[config.mk]
export PLATFORM = sky130hd
export DESIGN_NAME = id_ex_stage
export DESIGN_NICKNAME = d
export VERILOG_FILES = /design/src/rtl/id_ex_stage.sv
export SDC_FILE = /design/constraint.sdc
export NUM_CORES = 1
export LEC_CHECK = 0
export BUFFER_PORTS_ARGS = -buffer_cell sky130_fd_sc_hd__buf_4
export CAP_MARGIN = 20
export CORE_UTILIZATION = 55
export CTS_CLUSTER_DIAMETER = 60
export CTS_CLUSTER_SIZE = 40
export DETAILED_ROUTE_END_ITERATION = 8
export PLACE_DENSITY = 0.8
export SYNTH_ARGS = -nofsm -noshare
export SYNTH_HDL_FRONTEND = slang
export SYNTH_SLANG_ARGS = --single-unit
[constraint.sdc]
create_clock -name clk -period 1.85 [get_ports clk]
set_input_delay 0.185 -clock clk [delete_from_list [all_inputs] [get_ports clk]]
set_output_delay 0.185 -clock clk [all_outputs]
set_load 0.01 [all_outputs]
[src/rtl/id_ex_stage.sv]
// ID/EX pipeline register with valid/ready handshake and a one-entry skid buffer.
//
// The main register drives the ex_* outputs directly. The skid register absorbs
// the one instruction that decode may still send in the cycle execute stalls.
// Because id_ready is decoded from state flops only, it never depends on ex_ready.
//
// Ports:
//   clk, rst        clock, asynchronous active-low reset
//   flush           synchronous squash of every held entry (highest priority)
//   id_valid/ready  decode-side handshake
//   id_*            decode payload (aluop, alusel, reg1, reg2, wd, wreg)
//   ex_valid/ready  execute-side handshake
//   ex_*            registered payload; ex_wreg reads 0 whenever ex_valid is 0
//   stall_cnt       saturating count of cycles with ex_valid=1 and ex_ready=0
module id_ex_stage #(
  parameter int unsigned ALUOP_W  = 8,
  parameter int unsigned ALUSEL_W = 3,
  parameter int unsigned DATA_W   = 32,
  parameter int unsigned RADDR_W  = 5,
  parameter int unsigned CNT_W    = 16
) (
  input  logic                clk,
  input  logic                rst,
  input  logic                flush,
  input  logic                id_valid,
  output logic                id_ready,
  input  logic [ALUOP_W-1:0]  id_aluop,
  input  logic [ALUSEL_W-1:0] id_alusel,
  input  logic [DATA_W-1:0]   id_reg1,
  input  logic [DATA_W-1:0]   id_reg2,
  input  logic [RADDR_W-1:0]  id_wd,
  input  logic                id_wreg,
  output logic                ex_valid,
  input  logic                ex_ready,
  output logic [ALUOP_W-1:0]  ex_aluop,
  output logic [ALUSEL_W-1:0] ex_alusel,
  output logic [DATA_W-1:0]   ex_reg1,
  output logic [DATA_W-1:0]   ex_reg2,
  output logic [RADDR_W-1:0]  ex_wd,
  output logic                ex_wreg,
  output logic [CNT_W-1:0]    stall_cnt
);

  localparam int unsigned PayW = ALUOP_W + ALUSEL_W + 2 * DATA_W + RADDR_W + 1;
  localparam logic [CNT_W-1:0] CntMax = '1;

  typedef enum logic [1:0] {StEmpty, StBusy, StFull} state_e;

  state_e            state_q, state_d;
  logic [PayW-1:0]   main_q, main_d;
  logic [PayW-1:0]   skid_q, skid_d;
  logic [PayW-1:0]   in_pay;
  logic [CNT_W-1:0]  cnt_q, cnt_d;
  logic              main_wreg;
  logic              xfer_in, xfer_out;

  assign in_pay = {id_aluop, id_alusel, id_reg1, id_reg2, id_wd, id_wreg};
  assign {ex_aluop, ex_alusel, ex_reg1, ex_reg2, ex_wd, main_wreg} = main_q;

  assign ex_valid  = (state_q != StEmpty);
  assign id_ready  = (state_q != StFull);
  // A held-over payload must never look like a register write.
  assign ex_wreg   = main_wreg & ex_valid;
  assign stall_cnt = cnt_q;

  assign xfer_in  = id_valid & id_ready;
  assign xfer_out = ex_valid & ex_ready;

  always_comb begin
    state_d = state_q;
    main_d  = main_q;
    skid_d  = skid_q;
    if (flush) begin
      state_d = StEmpty;
      main_d  = '0;
      skid_d  = '0;
    end else begin
      unique case (state_q)
        StEmpty: begin
          if (xfer_in) begin
            main_d  = in_pay;
            state_d = StBusy;
          end
        end
        StBusy: begin
          if (xfer_in && xfer_out) begin
            main_d = in_pay;
          end else if (xfer_in) begin
            skid_d  = in_pay;
            state_d = StFull;
          end else if (xfer_out) begin
            state_d = StEmpty;
          end
        end
        StFull: begin
          if (xfer_out) begin
            main_d  = skid_q;
            state_d = StBusy;
          end
        end
        default: state_d = StEmpty;
      endcase
    end
  end

  // Stall counter ignores flush; only reset clears it.
  always_comb begin
    cnt_d = cnt_q;
    if (ex_valid && !ex_ready && (cnt_q != CntMax)) begin
      cnt_d = cnt_q + CNT_W'(1);
    end
  end

  always_ff @(posedge clk or negedge rst) begin
    if (!rst) begin
      state_q <= StEmpty;
      main_q  <= '0;
      skid_q  <= '0;
      cnt_q   <= '0;
    end else begin
      state_q <= state_d;
      main_q  <= main_d;
      skid_q  <= skid_d;
      cnt_q   <= cnt_d;
    end
  end

endmodule

=== Yosys cells after proc, flatten, opt, wreduce, memory -nomap -nowiden ===
Cells that the tools add are included.

* Flip-flop bits (word level): 180
* Bits in latches: 0
* Bits in writable memories: 0
* Bits in read-only memories: 0
* Output and inout bits: 99
* Memories: 0

* Add/subtract/negate cells: 1
* Multiply operators: 0
* Divide/modulo/power cells: 0
* Magnitude comparators: 0
* Eq/ne operators: 10
* Shift-type cells: 0
* Muxes and demuxes: 15
* Bitwise operators: 3
* Reduce and logical (&&, ||, !) cells: 12

{| class="wikitable"
|+ Operators with widths
! cell !! count
|-
| 81-bit 2-to-1 mux || 7
|-
| 81-bit one-hot mux with 3 select lines || 1
|-
| 16-bit by 1-bit adder with 16-bit output (second input constant) || 1
|-
| 16-bit != test (second input constant) || 1
|-
| 2-bit 2-to-1 mux || 6
|-
| 3-bit != test (second input constant) || 4
|-
| 4-bit AND reduction || 2
|-
| 2-bit one-hot mux with 3 select lines || 1
|-
| 2-bit nonzero test || 3
|-
| 2-bit != test (second input constant) || 2
|-
| 4-bit != test (second input constant) || 1
|-
| 4-bit nonzero test || 1
|-
| 1-bit AND || 3
|-
| 1-bit logical AND || 3
|-
| 3-bit AND reduction || 1
|-
| 2-bit by 1-bit == test with 1-bit output (second input constant) || 1
|-
| 2-bit == test (second input constant) || 1
|-
| 2-bit logical NOT || 1
|-
| 1-bit logical NOT || 1
|}

=== Logic depth before layout (Yosys ltp) ===
* Depth after elaboration: 7
* Mapped depth: 6
* Mapped depth without buffers: 5

=== Least setup slack after synthesis ===
OpenSTA, ideal clock, no wires.

* Path kind: reg-to-reg
* From: register cnt_q[0] (netlist: stall_cnt[0])
* To: register cnt_q[1] (netlist: stall_cnt[1])
* Arrival: 1.607 ns
* Setup slack: 0.119 ns
* Cell stages (with the launch flop): 5
* Path buffers: 0
* Cell sequence: dfrtp_1 > ha_1 > and4_1 > a41oi_2 > mux2_2

* Word-level cells in the longest chain between the ends: 2
* Elaborated cells on any way between the ends: 3
* Classes of those cells: 1 x add/sub; 1 x eq/ne; 1 x reduce/logical

{| class="wikitable"
|+ RTL lines
! item !! line !! text
|-
| from (decl) || 53 || <nowiki>logic [CNT_W-1:0] cnt_q, cnt_d;</nowiki>
|-
| from (signal assigned) || 124 || <nowiki>cnt_q <= cnt_d;</nowiki>
|-
| parallel branches: the longest is 2 deep, another holds 16-bit by 1-bit adder with 16-bit output || - ||
|}

Several ways; the timed one is not identified.
A chain may end at the register's enable or synchronous reset.

=== Worst setup path in the final report ===
* From: register state_q[1]
* To: register main_q[23]

* Word-level cells in the longest chain between the ends: 5
* Elaborated cells on any way between the ends: 15
* Classes of those cells: 6 x eq/ne; 2 x mux; 2 x bitwise; 5 x reduce/logical

{| class="wikitable"
|+ RTL lines
! item !! line !! text
|-
| from (decl) || 49 || <nowiki>state_e state_q, state_d;</nowiki>
|-
| from (signal assigned) || 116 || <nowiki>state_q <= StEmpty;</nowiki>
|-
| from (signal assigned) || 121 || <nowiki>state_q <= state_d;</nowiki>
|-
| 2-bit != test / 2-bit nonzero test (equally long branches) || 61, 60 ||
|-
| 1-bit AND, on equally long branches || 66, 67 ||
|-
| 1-bit logical AND || 86 || <nowiki>if (xfer_in && xfer_out) begin</nowiki>
|-
| 3-bit != test (no line) || - ||
|-
| 4-bit AND reduction (no line) || - ||
|-
| to (signal assigned) || 122 || <nowiki>main_q <= main_d;</nowiki>
|-
| to (decl) || 50 || <nowiki>logic [PayW-1:0] main_q, main_d;</nowiki>
|}

Several ways; a longest one is shown, not always the timed one.

==> summary.md <==
| Metric | Value |
|---|---|
| Status | `finished, final reports clean` |
| Post-detail-place hpwl | `13400 µm` |
| Fmax | `0.562 GHz` |
| Multi-input combinational cell area | `0.00371 mm²` |
| Worst-path clk slew | `0.07 ns` |
| Final critical-path share of the clock period | `96.1%` |
| Critical-path cell list | `nor2b_4 -> o21ai_2 -> o211ai_4 -> buf_12 -> buf_12 -> mux2_1` |
| Leakage | `0.00560 µW` |
| H-tree depth | `4` |
| Fin Hold WS | `0.0123 ns` |
| Postcts setup bufs | `0` |
| Metal3 WL | `1450 µm` |
| Worst Path Buf+Inv | `2` |
| First-pass GRT wire length | `35400 µm` |
| Later-pin clock latency in the skew report | `0.43 ns` |
| Io pins | `185` |
| Fillers | `1174` |
| Count leader, synth | `nand2_1` |
| Post-synthesis cell type count | `34` |
| Crit end category | `flop` |
| Pwr Density | `891 mW/mm²` |
| Slew HR | `65.0%` |
| CP Depth | `6` |
| WP data arrival | `2.08 ns` |
| Slowest CP cell | `dfrtp_1` |
| VDD IR max | `658 µV` |
| CTS sink cnt | `180` |
| Crit path max fanout | `13` |
| Synthesized netlist cell count | `955` |
| WL/cell | `16.5 µm` |
| Worst path required time | `2.15 ns` |
| Total track usage | `27.0%` |
| # rows | `46` |
| Synth cell count leaders | `329 x nand2_1, 180 x dfrtp_1, 164 x a21oi_1` |
| Reg area | `0.00450 mm²` |
| Dominant cells by area after synthesis | `dfrtp_1 49%, nand2_1 14%, mux2_4 12%, a21oi_1 9.0%, buf_4 6.6%` |
| Leading area contributor after synthesis | `dfrtp_1` |
| Synth Register Bits | `180` |
| Vias | `7168` |
| Largest net degree at the start of global routing | `64` |
| Die area | `0.0171 mm²` |
| Synth Flop Type | `dfrtp_1` |
| Max layer used | `met4` |
| DRT iter0 DRCs | `474` |
| Port Buffers | `184` |
| DRT antenna net count | `0` |
| Post-DR vias/cell | `5.38` |
| Area Overhead vs Synth | `25.8%` |
| M1 WL | `9470 µm` |
| Top Family by Delay on Critical Path | `flip-flops` |
| # setup viols final | `0` |
| Final Hold Viols | `0` |
| Starting density of the core | `56.9%` |
| DRT Pass-1 Iters | `4` |
| # nets final | `1189` |
| Antenna violations before repair | `1` |
| Post-Syn Nets | `1042` |
| Drt total wl | `22000 µm` |
| Routability cong. | `0.791` |
| Hold Path Cell Cnt | `3` |
| Area of the core | `0.0160 mm²` |
| Total CTS buffers | `17` |
| Max Cap Violations | `0` |
| Slew Limit Fails | `0` |
| Post-synth EDFFs | `0` |
| Drt drc | `0` |
| CP Class | `flop to flop` |
| Async set-reset flop share out of synthesis | `100%` |
| Share of layout cells above drive strength 1 | `29.8%` |
| Worst-case clock buffer depth | `2` |
| Warnings from Yosys | `0` |
| Area share of the largest cell type after synthesis | `49.4%` |
| DR WL met2 | `10900 µm` |
| Sequential area share after synthesis | `49.4%` |
| CP dominant cell by count | `buf_12` |
| Vias in the first global route | `7082` |
| Worst Tran Pin Value | `0.525 ns` |
| Die Width | `131 µm` |
| Delay of the slowest critical-path stage | `0.42 ns` |
| GRT overflow | `0` |
| DIE HEIGHT | `131 µm` |
| Unrepaired setup endpoints after global routing | `false` |
| CTS root buf | `clkbuf_16` |
| Worst Skew | `0.0120 ns` |
| Min-Delay Path Class | `input pin to flop` |
| Minimum clock period | `1.78 ns` |
| Post-Synthesis Cell Area | `0.00911 mm²` |
| Startpoint types | `flop` |
| CTS tree | `built` |
| Reg2Reg Depth | `6` |
| Fin Setup TNS | `0 ns` |
| Avg Cell Area, Syn | `9.54 µm²` |
## worst reg2reg max path, delay by kind of cell (launching register included)
family	cells	cell delay [ns]
flip-flops	1	0.42
AND/OR/NAND/NOR	1	0.25
buffers and inverters	2	0.39
AO/OA/AOI/OAI	2	0.25
multiplexers	1	0.35
## repair_timing
action	CTS	global route
hold buffers	50	1
resized for setup	1	0
endpoints found under the setup margin	1	0
hold endpoints to repair	94	1
## area by class of cell
type                       count  area share, %
sequential                   180           39.3
multi-input combinational    633           32.3
timing repair buffer         268           20.1
clock buffer                  21           4.10
tap                          216           2.36
clock inverter                11           1.72
inverter                       2         0.0655
antenna                        1         0.0218
## state kept, by name, indices dropped and copies added (netlist names)
signal	cells
main_q	81
skid_q	81
stall_cnt	16
state_q	2
## kinds of logic after synthesis
| kind of cell | synth area share (%) |
|---|---|
| flops | 49.4 |
| xor+xnor | 1.35 |
| simple gates | 16.1 |
| mux | 13.3 |
| fa+ha+maj | 0.137 |
| buf+inv | 10.1 |
| compound gates | 9.60 |
## layout by cell type (no fill, tap or decap), types with 4 or more instances in the layout
cell type,instances
nand2_1,329
buf_4,203
dfrtp_1,180
a21oi_1,164
mux2_4,72
dlygate4sd3_1,51
clkbuf_16,17
buf_12,13
xnor2_1,10
mux2_1,8
nand4_1,8
nand3_1,5
bufinv_16,5
nor2_1,4
xor2_1,4
## final timing paths
path / startpoint / to / slack (ns)
setup / recovery: state_q[1] / main_q[23] / 0.07
hold / removal: id_reg2[1] / skid_q[7] / 0.01
setup reg to reg: state_q[1] / main_q[23] / 0.07
hold reg to reg: main_q[44] / main_q[44] / 0.49
max in group asynchronous: rst / main_q[76] / 0.91
min in group asynchronous: rst / main_q[37] / 0.29
## metal layers
metal  GRT usage (%)  up-vias
li1                -     3348
met1            35.5     3563
met5               0        -
met2            44.9      242
met4            6.29        0
met3            6.84       15
## power breakdown
group          switching [µW]  leakage (µW)  internal [µW]
combinational             799       0.00287            954
sequential                204       0.00241           4200
clock                    1530      0.000324           2520
## stage by stage
| step | cell area (µm²) | utilization (%) | std cells | power, µW | worst slack (ns) |
|---|---|---|---|---|---|
| 6_report | 11500 | 71.7 | 1332 | 10200 | 0.0720 |
| 5_1_grt | 11500 | 71.7 | 1332 | 10600 | 0.00314 |
| 4_1_cts | 11500 | 71.6 | 1330 | 10300 | 0.0639 |
| 3_5_place_dp | 10300 | 64.3 | 1248 | 6130 | 0.0986 |
| 3_3_place_gp | 10300 | 64.3 | 1248 | 6090 | 0.158 |
| 2_1_floorplan | 9110 | - | 955 | 5480 | 0.119 |
No activity file was read; power rests on OpenSTA's default activity.
